$ cat config.mk
export PLATFORM = sky130hd
export DESIGN_NAME = pcc_layer_seq
export DESIGN_NICKNAME = d
export VERILOG_FILES = /design/src/rtl/pcc_layer_seq.sv
export SDC_FILE = /design/constraint.sdc
export NUM_CORES = 1
export LEC_CHECK = 0
export ABC_AREA = 1
export CAP_MARGIN = 20
export CORE_MARGIN = 2
export CORE_UTILIZATION = 39
export DETAILED_ROUTE_END_ITERATION = 10
export PLACE_DENSITY = 0.68
export SLEW_MARGIN = 5
export SYNTH_ARGS = -nofsm -noshare
export SYNTH_HDL_FRONTEND = slang
export SYNTH_SLANG_ARGS = --single-unit
$ cat constraint.sdc
create_clock -name clk -period 1.9 [get_ports clk]
set_input_delay 0.38 -clock clk [delete_from_list [all_inputs] [get_ports clk]]
set_output_delay 0.38 -clock clk [all_outputs]
set_load 0.01 [all_outputs]
$ cat src/rtl/pcc_layer_seq.sv
// pcc_layer_seq: time-multiplexes one shared popcount-compare unit across a layer of binary neurons
module pcc_layer_seq #(
  parameter int NUM_NEURONS = 8,
  localparam int IDX_W = $clog2(NUM_NEURONS)
) (
  input  logic                   clk,
  input  logic                   rst_n,
  input  logic                   wr_en,
  input  logic [IDX_W-1:0]       wr_idx,
  input  logic [4:0]             wr_pos,
  input  logic [1:0]             wr_neg,
  output logic                   wr_err,
  input  logic                   start,
  output logic                   busy,
  output logic [4:0]             pcc_pos,
  output logic [1:0]             pcc_neg,
  output logic                   pcc_en,
  input  logic                   pcc_out,
  output logic [NUM_NEURONS-1:0] res_data,
  output logic                   res_valid,
  input  logic                   res_ready
);
  typedef enum logic [1:0] {IDLE, RUN, HOLD} state_t;
  state_t state, state_n;
  logic [IDX_W-1:0] idx, idx_n, nxt;
  logic [4:0] rf_pos [NUM_NEURONS];
  logic [1:0] rf_neg [NUM_NEURONS];
  logic [4:0] pos_n;
  logic [1:0] neg_n;
  logic en_n, wr_ok, last;
  logic [NUM_NEURONS-1:0] data_n;
  assign wr_ok = wr_en && state == IDLE && 32'(wr_idx) < NUM_NEURONS;
  assign last = 32'(idx) == NUM_NEURONS - 1;
  assign nxt = idx + 1'b1;
  assign busy = state != IDLE;
  assign res_valid = state == HOLD;
  // Operand register file: writes land only while idle and in range, survive evaluations
  always_ff @(posedge clk or negedge rst_n)
    if (!rst_n) begin
      for (int i = 0; i < NUM_NEURONS; i++) begin
        rf_pos[i] <= '0;
        rf_neg[i] <= '0;
      end
    end else if (wr_ok) begin
      rf_pos[wr_idx] <= wr_pos;
      rf_neg[wr_idx] <= wr_neg;
    end
  // Rejected writes (busy or out of range) report one cycle later
  always_ff @(posedge clk or negedge rst_n)
    if (!rst_n) wr_err <= 1'b0;
    else wr_err <= wr_en && !wr_ok;
  // Sequencer state and registered pcc operands / result word
  always_ff @(posedge clk or negedge rst_n)
    if (!rst_n) begin
      state <= IDLE;
      idx <= '0;
      pcc_pos <= '0;
      pcc_neg <= '0;
      pcc_en <= 1'b0;
      res_data <= '0;
    end else begin
      state <= state_n;
      idx <= idx_n;
      pcc_pos <= pos_n;
      pcc_neg <= neg_n;
      pcc_en <= en_n;
      res_data <= data_n;
    end
  // Next state: a same-cycle write to entry 0 is forwarded so start sees the new operands
  always_comb begin
    state_n = state;
    idx_n = idx;
    pos_n = pcc_pos;
    neg_n = pcc_neg;
    en_n = pcc_en;
    data_n = res_data;
    case (state)
      IDLE: if (start) begin
        state_n = RUN;
        idx_n = '0;
        en_n = 1'b1;
        data_n = '0;
        pos_n = wr_ok && wr_idx == '0 ? wr_pos : rf_pos[0];
        neg_n = wr_ok && wr_idx == '0 ? wr_neg : rf_neg[0];
      end
      RUN: begin
        data_n[idx] = pcc_out;
        idx_n = last ? idx : nxt;
        state_n = last ? HOLD : RUN;
        en_n = !last;
        pos_n = last ? '0 : rf_pos[nxt];
        neg_n = last ? '0 : rf_neg[nxt];
      end
      HOLD: state_n = res_ready ? IDLE : HOLD;
      default: state_n = IDLE;
    endcase
  end
endmodule

# --- After elaboration in Yosys (flattened, before gate mapping) ---
# Cells that the tools add are included.
word_totals:
  ff_bits: 78
  inputBits: 16
  output_inout_bits: 19
  wordCells: 83
op_classes:
  n_addsub: 1
  n_lt_le_gt_ge: 5
  n_eq_ne: 5
  mux: 34
  bitwise_logic: 2
  n_reduce_logical: 13
ops:
  columns: ["cell", "n"]
  rows:
  - ["$bwmux 40", 1]
  - ["$mux 5", 6]
  - ["$mux 2", 9]
  - ["$bwmux 16", 1]
  - ["$pmux 8 s2", 1]
  - ["$bmux 5 s3", 1]
  - ["$demux 5 s3", 1]
  - ["$pmux 5 s2", 1]
  - ["$bwmux 8", 1]
  - ["$ge 4x4->1 const B", 2]
  - ["$mux 8", 1]
  - ["$not 3->4", 2]
  - ["$bmux 2 s3", 1]
  - ["$demux 2 s3", 1]
  - ["$mux 3", 2]
  - ["$pmux 2 s3", 1]
  - ["$pmux 3 s2", 1]
  - ["$logic_and 1x1->1", 5]
  - ["$lt 3x4->1 const B", 1]
  - ["$lt 4x1->1 const B", 1]
  - ["$ne 2x2->1 const B", 2]
  - ["$pmux 2 s2", 1]
  - ["$reduce_bool 2->1", 2]
  - ["$add 3x1->3 const B", 1]
  - ["12 further kinds", 14]

# --- Longest topological paths before layout ---
depth:
  word_depth: 7
  ltp_mapped: 10
  ltp_nobuf: 9

# --- Worst setup path after synthesis ---
# Ideal clock, no wire load.
synth_timing:
  path_kind: "register -> register"
  startpoint: "reg idx[1]"
  endpoint: "reg pcc_neg[1]"
  setup_ns: 0.065
  t_arrival_ns: 1.546
  t_required_ns: 1.835
  slack_ns: 0.289
  path_stages_with_launch: 10
  path_buffers: 1
  period_less_slack_ns: 1.611
  cell_sequence: "dfrtp_1 ha_1 ha_1 clkbuf_1 inv_1 nand3_1 nand3_1 nand2_1 nand2_1 nand2_1"
synth_between:
  elab_chain_cells: 7
  word_cells_on_any_way: 8
  cone_classes: "1 x add/sub; 1 x eq/ne; 5 x mux; 1 x bitwise"
synth_rtl:
  columns: ["element", "line_no", "text"]
  rows:
  - ["start: declaration", "25", "logic [IDX_W-1:0] idx, idx_n, nxt;"]
  - ["start signal: assignment", "63", "idx <= idx_n;"]
  - ["$add 3x1->3", "34", "assign nxt = idx + 1'b1;"]
  - ["$not 3->4 (implied by the code)", "92", "neg_n = last ? '0 : rf_neg[nxt];"]
  - ["$bmux 2 s3", "92", null]
  - ["$mux 2 (implied by the code) (2 in a row)", "92", null]
  - ["$mux 2 *", "92", null]
  - ["$pmux 2 s2 *", "77", "case (state)"]
  - ["end signal: assignment", "65", "pcc_neg <= neg_n;"]
  - ["end: declaration", "16", "output logic [1:0] pcc_neg,"]
# Every way passes the cells marked *; elsewhere a longest branch is shown, timed or not. The select of a mux whose other input is x is not followed.
# A chain may end at the register's enable or synchronous reset.

# --- Worst setup path in the final report ---
layout_timing:
  startpoint: "reg state[0]"
  endpoint: "out busy"
layout_between:
  elab_chain_cells: 1
layout_rtl:
  columns: ["element", "line_no", "text"]
  rows:
  - ["start: declaration", "24", "state_t state, state_n;"]
  - ["start signal: assignment", "62", "state <= state_n;"]
  - ["$reduce_bool 2->1", "35", "assign busy = state != IDLE;"]
  - ["end: declaration", "14", "output logic busy,"]
# No other way between the ends.

==> metrics.txt <==
row count 36; DRC Markers 0; Slew Viols, Final 0; Buf/Inv on CP 2; post-route setup slack 61.8 ps; Crit Path Class reg2out; antenna violations before repair 0; Non-Filler Instances 692; layout cells sized above 1 10.6%; max cap viols 0; Die Wd 104 um; HP Class reg2reg; Critical Path RT 1520 ps; initial core utilization 40.0%; insertion delay to the later sink of the worst-skew pair 360 ps; peak supply drop 0.564 mV; synth warn 0; top cell type's share of synthesized area 49.9%; Die H 104 um; Worst Tran Pin Value 470 ps; delay-heaviest family, CP buffers and inverters; Final GP Congestion 0.911; Syn Nets 520; Multi-input gate area 1580 um2; final hold violation count 0; status finished, final reports clean; launch point of the critical path state[0]; Core ar. 9770 um2; total power 8.09 mW; synth top area cells dfrtp_1 50%, nand2_1 15%, nand3_1 7.4%, o21ai_0 6.6%, inv_1 6.1%; FF+latch count, synth 78; ANT cells 0; register area 1950 um2; Cell Chain, Critical Path inv_2, nand2_4, clkdlybuf4s50_1; Hold Crit Start rf_neg[3]; Worst path max stage delay 530 ps; First-pass DRT Iterations 5; RSZ-0062 raised after global routing no; Die ar. 10,900 um2; Setup-failing EPs final 0; Syn Std Cell Area 3910 um2; kind of end point of the critical path primary output; Final Cycle Share 96.7%; CP max stage cell clkdlybuf4s50_1; Post-DP HPWL 7190 um; Sequential Power Share 34.4%; grt total ovfl 0; Tot GR Track Use 19.0%; P_sw 3.37 mW; clk sink count 78; Vias 3,458; commonest non-fill, non-tap cell in the layout nand2_1; post_cts resized 0; Max Buffers Root-to-Sink 2; combinational share of power 48.8%; Layout Skew 13.6 ps; Total Wirelength 9770 um; clock power share 16.8%; critical-path maximum fanout 3; synth-to-layout area growth 22.4%; Routed Antenna Nets 0; first-pass GRT wire length 16,500 um; Critical Path AT 1460 ps; clk slew on worst S/H paths 90 ps; # IOs 35; fin crit period 1840 ps; DR vias/cell 5.00; Place WS 43.1 ps; count of input and output buffers 34; cell taking the most area after synthesis dfrtp_1; sequential share of the synthesized area 49.9%; cell count after synthesis 501; Switching Share 41.7%; CTS tree done; DR iter-0 viols 242; reg2reg start state[1]; pin count of the biggest net entering global routing 48; Slew Limit Headroom 68.5%; cell area power density 1690 nW/um2; Setup TNS Final 0 ps; root buffer cell clkbuf_8; Nets 574; vias in the first global route 3,382; library cells used by synthesis 28; Startpoint Class flop; Final Util 49.0%; Pleak 2.34 nW; Inserted Clock Buffers 9; H-tree levels 3; DP Area 4560 um2; syn avg cell area 7.81 um2; dpl cells 675; post-route cell area 4790 um2; post-DR wirelength/cell 14.1 um; worst hold slack 484 ps; Filler Cell Count 964; FMAX 544 MHz; most frequent cells in the layout 158 x nand2_1, 78 x dfrtp_1, 64 x inv_1, 58 x nand3_1, 52 x o21ai_0; P_int 4.72 mW
## power groups by stage
stage	Sequential [mW]	Combinational, mW	Clock [mW]
after floorplan	2.79	2.52	0
after global placement	2.78	3.88	0
after detailed placement	2.81	3.94	0
after CTS	2.78	3.97	1.37
after global routing	2.86	4.46	1.45
final	2.78	3.95	1.35
## state kept, by name, indices dropped and copies added (netlist names)
signal / flops
pcc_en: 1
rf_neg: 16
state: 2
pcc_pos: 5
pcc_neg: 2
rf_pos: 40
res_data: 8
wr_err: 1
idx: 3
## synth_stat cells
| cell | number |
|---|---|
| o21ai_0 | 52 |
| o211ai_1 | 1 |
| o21ai_2 | 1 |
| nand2_2 | 3 |
| clkinv_1 | 2 |
| o22ai_1 | 6 |
| nand2_1 | 158 |
| o21a_1 | 1 |
| nand3_1 | 58 |
| nor2_1 | 27 |
| ha_1 | 3 |
| a21oi_1 | 2 |
| clkbuf_1 | 5 |
| dfrtp_1 | 78 |
| nand4_1 | 3 |
| o31ai_1 | 2 |
| nor2_4 | 2 |
| buf_2 | 8 |
| nor3_4 | 3 |
| nor3_1 | 1 |
| buf_6 | 4 |
| inv_1 | 64 |
| nand2_4 | 1 |
| buf_1 | 1 |
| inv_2 | 5 |
| buf_4 | 1 |
| and2_1 | 7 |
| nand4_4 | 2 |
## tightest hold or removal path: cells and delay by family (launching register included)
| family | cells | cell delay, ps |
|---|---|---|
| and+or+nand+nor | 1 | 50 |
| AOI/OAI and AO/OA | 1 | 50 |
| DFF | 1 | 350 |
## what timing repair did
item / in CTS / in global routing
endpoints found under the setup margin: 1 / 0
endpoints found under the hold margin: 31 / 0
hold buffers: 1 / 0
setup buffers: 1 / 0
## layer usage
metal | part of all wire, % | routed length (um) | global-route usage (%)
met2 | 47 | 4580 | 30.1
met3 | 4.6 | 445 | 3.01
met1 | 45 | 4390 | 25.0
met4 | 3.6 | 355 | 10.4
met5 | 0 | 0 | 0
## logic make-up after synthesis
kind of cell,Yosys count,synth area share [%]
AND/OR/NAND/NOR,265,30.6
buffers and inverters,90,9.75
flip-flops,78,49.9
AO/OA/AOI/OAI,65,8.86
adder cells (fa/ha/maj),3,0.959
## worst paths after layout
path	end	slack, ps	depth (start not counted)
max in group asynchronous	rf_pos[33]	790	3
worst max register to register	pcc_pos[0]	140	8
worst min-delay path	rf_neg[3]	480	2
worst max-delay path	busy	60	3
min in group asynchronous	state[0]	500	2
worst min register to register	rf_neg[3]	480	2
## area by class of cell
cell class,instances,area share [%]
tap,133,3.47
clock buffer,10,2.66
clock inverter,5,1.78
multi-input combinational,333,33.0
sequential,78,40.7
inverter,71,5.56
timing repair buffer,62,12.8
Power figures use the tool's default switching activity.
==> patch (config.mk and constraints unchanged) <==
Change the parameter `NUM_NEURONS` from 8 to 16.
--- a/src/rtl/pcc_layer_seq.sv
+++ b/src/rtl/pcc_layer_seq.sv
@@ -2,3 +2,3 @@
 module pcc_layer_seq #(
-  parameter int NUM_NEURONS = 8,
+  parameter int NUM_NEURONS = 16,
   localparam int IDX_W = $clog2(NUM_NEURONS)
Interface: changed (resized res_data and wr_idx); port bits go from 35 to 44. No check against the original RTL was run, so the function may have changed too.
==> patch against the original RTL <==
  * Worst setup slack worse by 0.0073 ns
  * Wire length rose by 95%
  * Power increased by 87%
  * Non-clock buffer count rose by 40
  * Die area rose by 84%
  * Area after synthesis is 87% higher
  * Cell area increased by 88%
  * Hold slack worse by 0.00070 ns
  * Critical path depth unchanged
  * Global-route usage increased by 0.94 points
  * First-iteration DRC count up 110%
  * Sequential cell count grew 65
==> patch: results (changes against the original RTL) <==
[power]
p_leak_uw=0.00438  ; +87%
pwr-share-clk=0.227  ; +0.059
seq_cell_power_uw=4780  ; +72%
power_switching_uw=6000  ; +78%
internal_power_uw=9140  ; +94%
ir_drop_mv=0.786  ; +39%

[global_routing]
grt_antenna_before_repair=0  ; unchanged
grt_use_total=0.200  ; +0.00943
use_met1=0.276  ; +0.0257
grtUsageMet3=0.0469  ; +0.0168

[clocking]
clkTransAtPathRegs_ns=0.06  ; -0.03 ns
cts_buffers=17  ; +8
postCtsSetupBuffers=2  ; +1
cts_resized=5  ; +5
ctsRootBufferMaster=clkbuf_16
insertion_delay_ns=0.42  ; +0.06 ns

[setup_path]
crit_start=state[1]
rr_worst_depth=9  ; +1
r2r-start=idx[0]
reg2reg_slack_ns=0.10  ; -0.04 ns

[logic_synthesis]
ys_types=30  ; +7.1%
synth_fp_nets=967  ; +86%
synthXorXnorAreaFrac=0.00239  ; +0.00239
syn_avg_cell_area_um2=7.75  ; -0.73%
synthTopCellsByCount=325 x nand2_1, 143 x dfrtp_1, 117 x inv_1
synth_fa_ha_area_frac=0.00682  ; -0.00277
synthTopCellsByArea=dfrtp_1 49%, nand2_1 17%, nand3_1 6.5%
yosysSeqAreaShare=0.488  ; -0.0109

[placement]
routabilityCongestion=0.881  ; -3.3%
pre_cts_ws_ns=-0.0567  ; -0.0998 ns
port_buffers=43  ; +26%
dp_hpwl_mm=13.0  ; +80%
dpl_cell_area_um2=8240  ; +81%

[sta]
max_freq_mhz=542  ; -0.40%
timing.hold.ws_ns=0.483  ; -0.000699 ns

[cells_and_area]
fill_cells=1790  ; +86%
drive_gt1_frac=0.131  ; +0.0259
reg.largest.list=rf_pos (80), rf_neg (32), res_data (16)
final_nets=1037  ; +81%

[drt]
drt-met1-wl_mm=8.91  ; +100%
via_per_inst=5.05  ; +1.1%
wl_per_cell_um=15.1  ; +7.2%
first_iter_violations=515  ; +110%
firstDrtPassIters=6  ; +1
wl_met2_mm=8.55  ; +87%
wl_met3_mm=1.19  ; +170%
routed_wl_mm=19.1  ; +95%

[status]
outcome=finished clean

patch: changes by cell type after synthesis, moves of 10 or more:
cell	unedited run	this run
inv_1	64	117
o21ai_0	52	76
nand3_1	58	95
o21ai_1	0	32
dfrtp_1	78	143
nand2_1	158	325
buf_2	8	18
o22ai_1	6	17
patch: cell type report:
| class | instances | area (um^2) | area share |
|---|---|---|---|
| repair buffers | 102 | 1050 | 0.116 |
| multi-input cells | 626 | 3000 | 0.333 |
| clock inverters | 9 | 133 | 0.0147 |
| clock buffers | 21 | 470 | 0.0523 |
| inverters | 126 | 482 | 0.0535 |
| well taps | 234 | 293 | 0.0325 |
| flip-flops and latches | 143 | 3580 | 0.398 |
patch: worst reg2reg max path, stage by stage, from the launching register on:
cell     delay (ns)
dfrtp_2        0.46
inv_2          0.09
ha_4           0.32
buf_8          0.18
nand3_1        0.17
nand3_1        0.13
nand3_1        0.07
nand2_1        0.08
nand2_1        0.09
a21oi_1        0.13
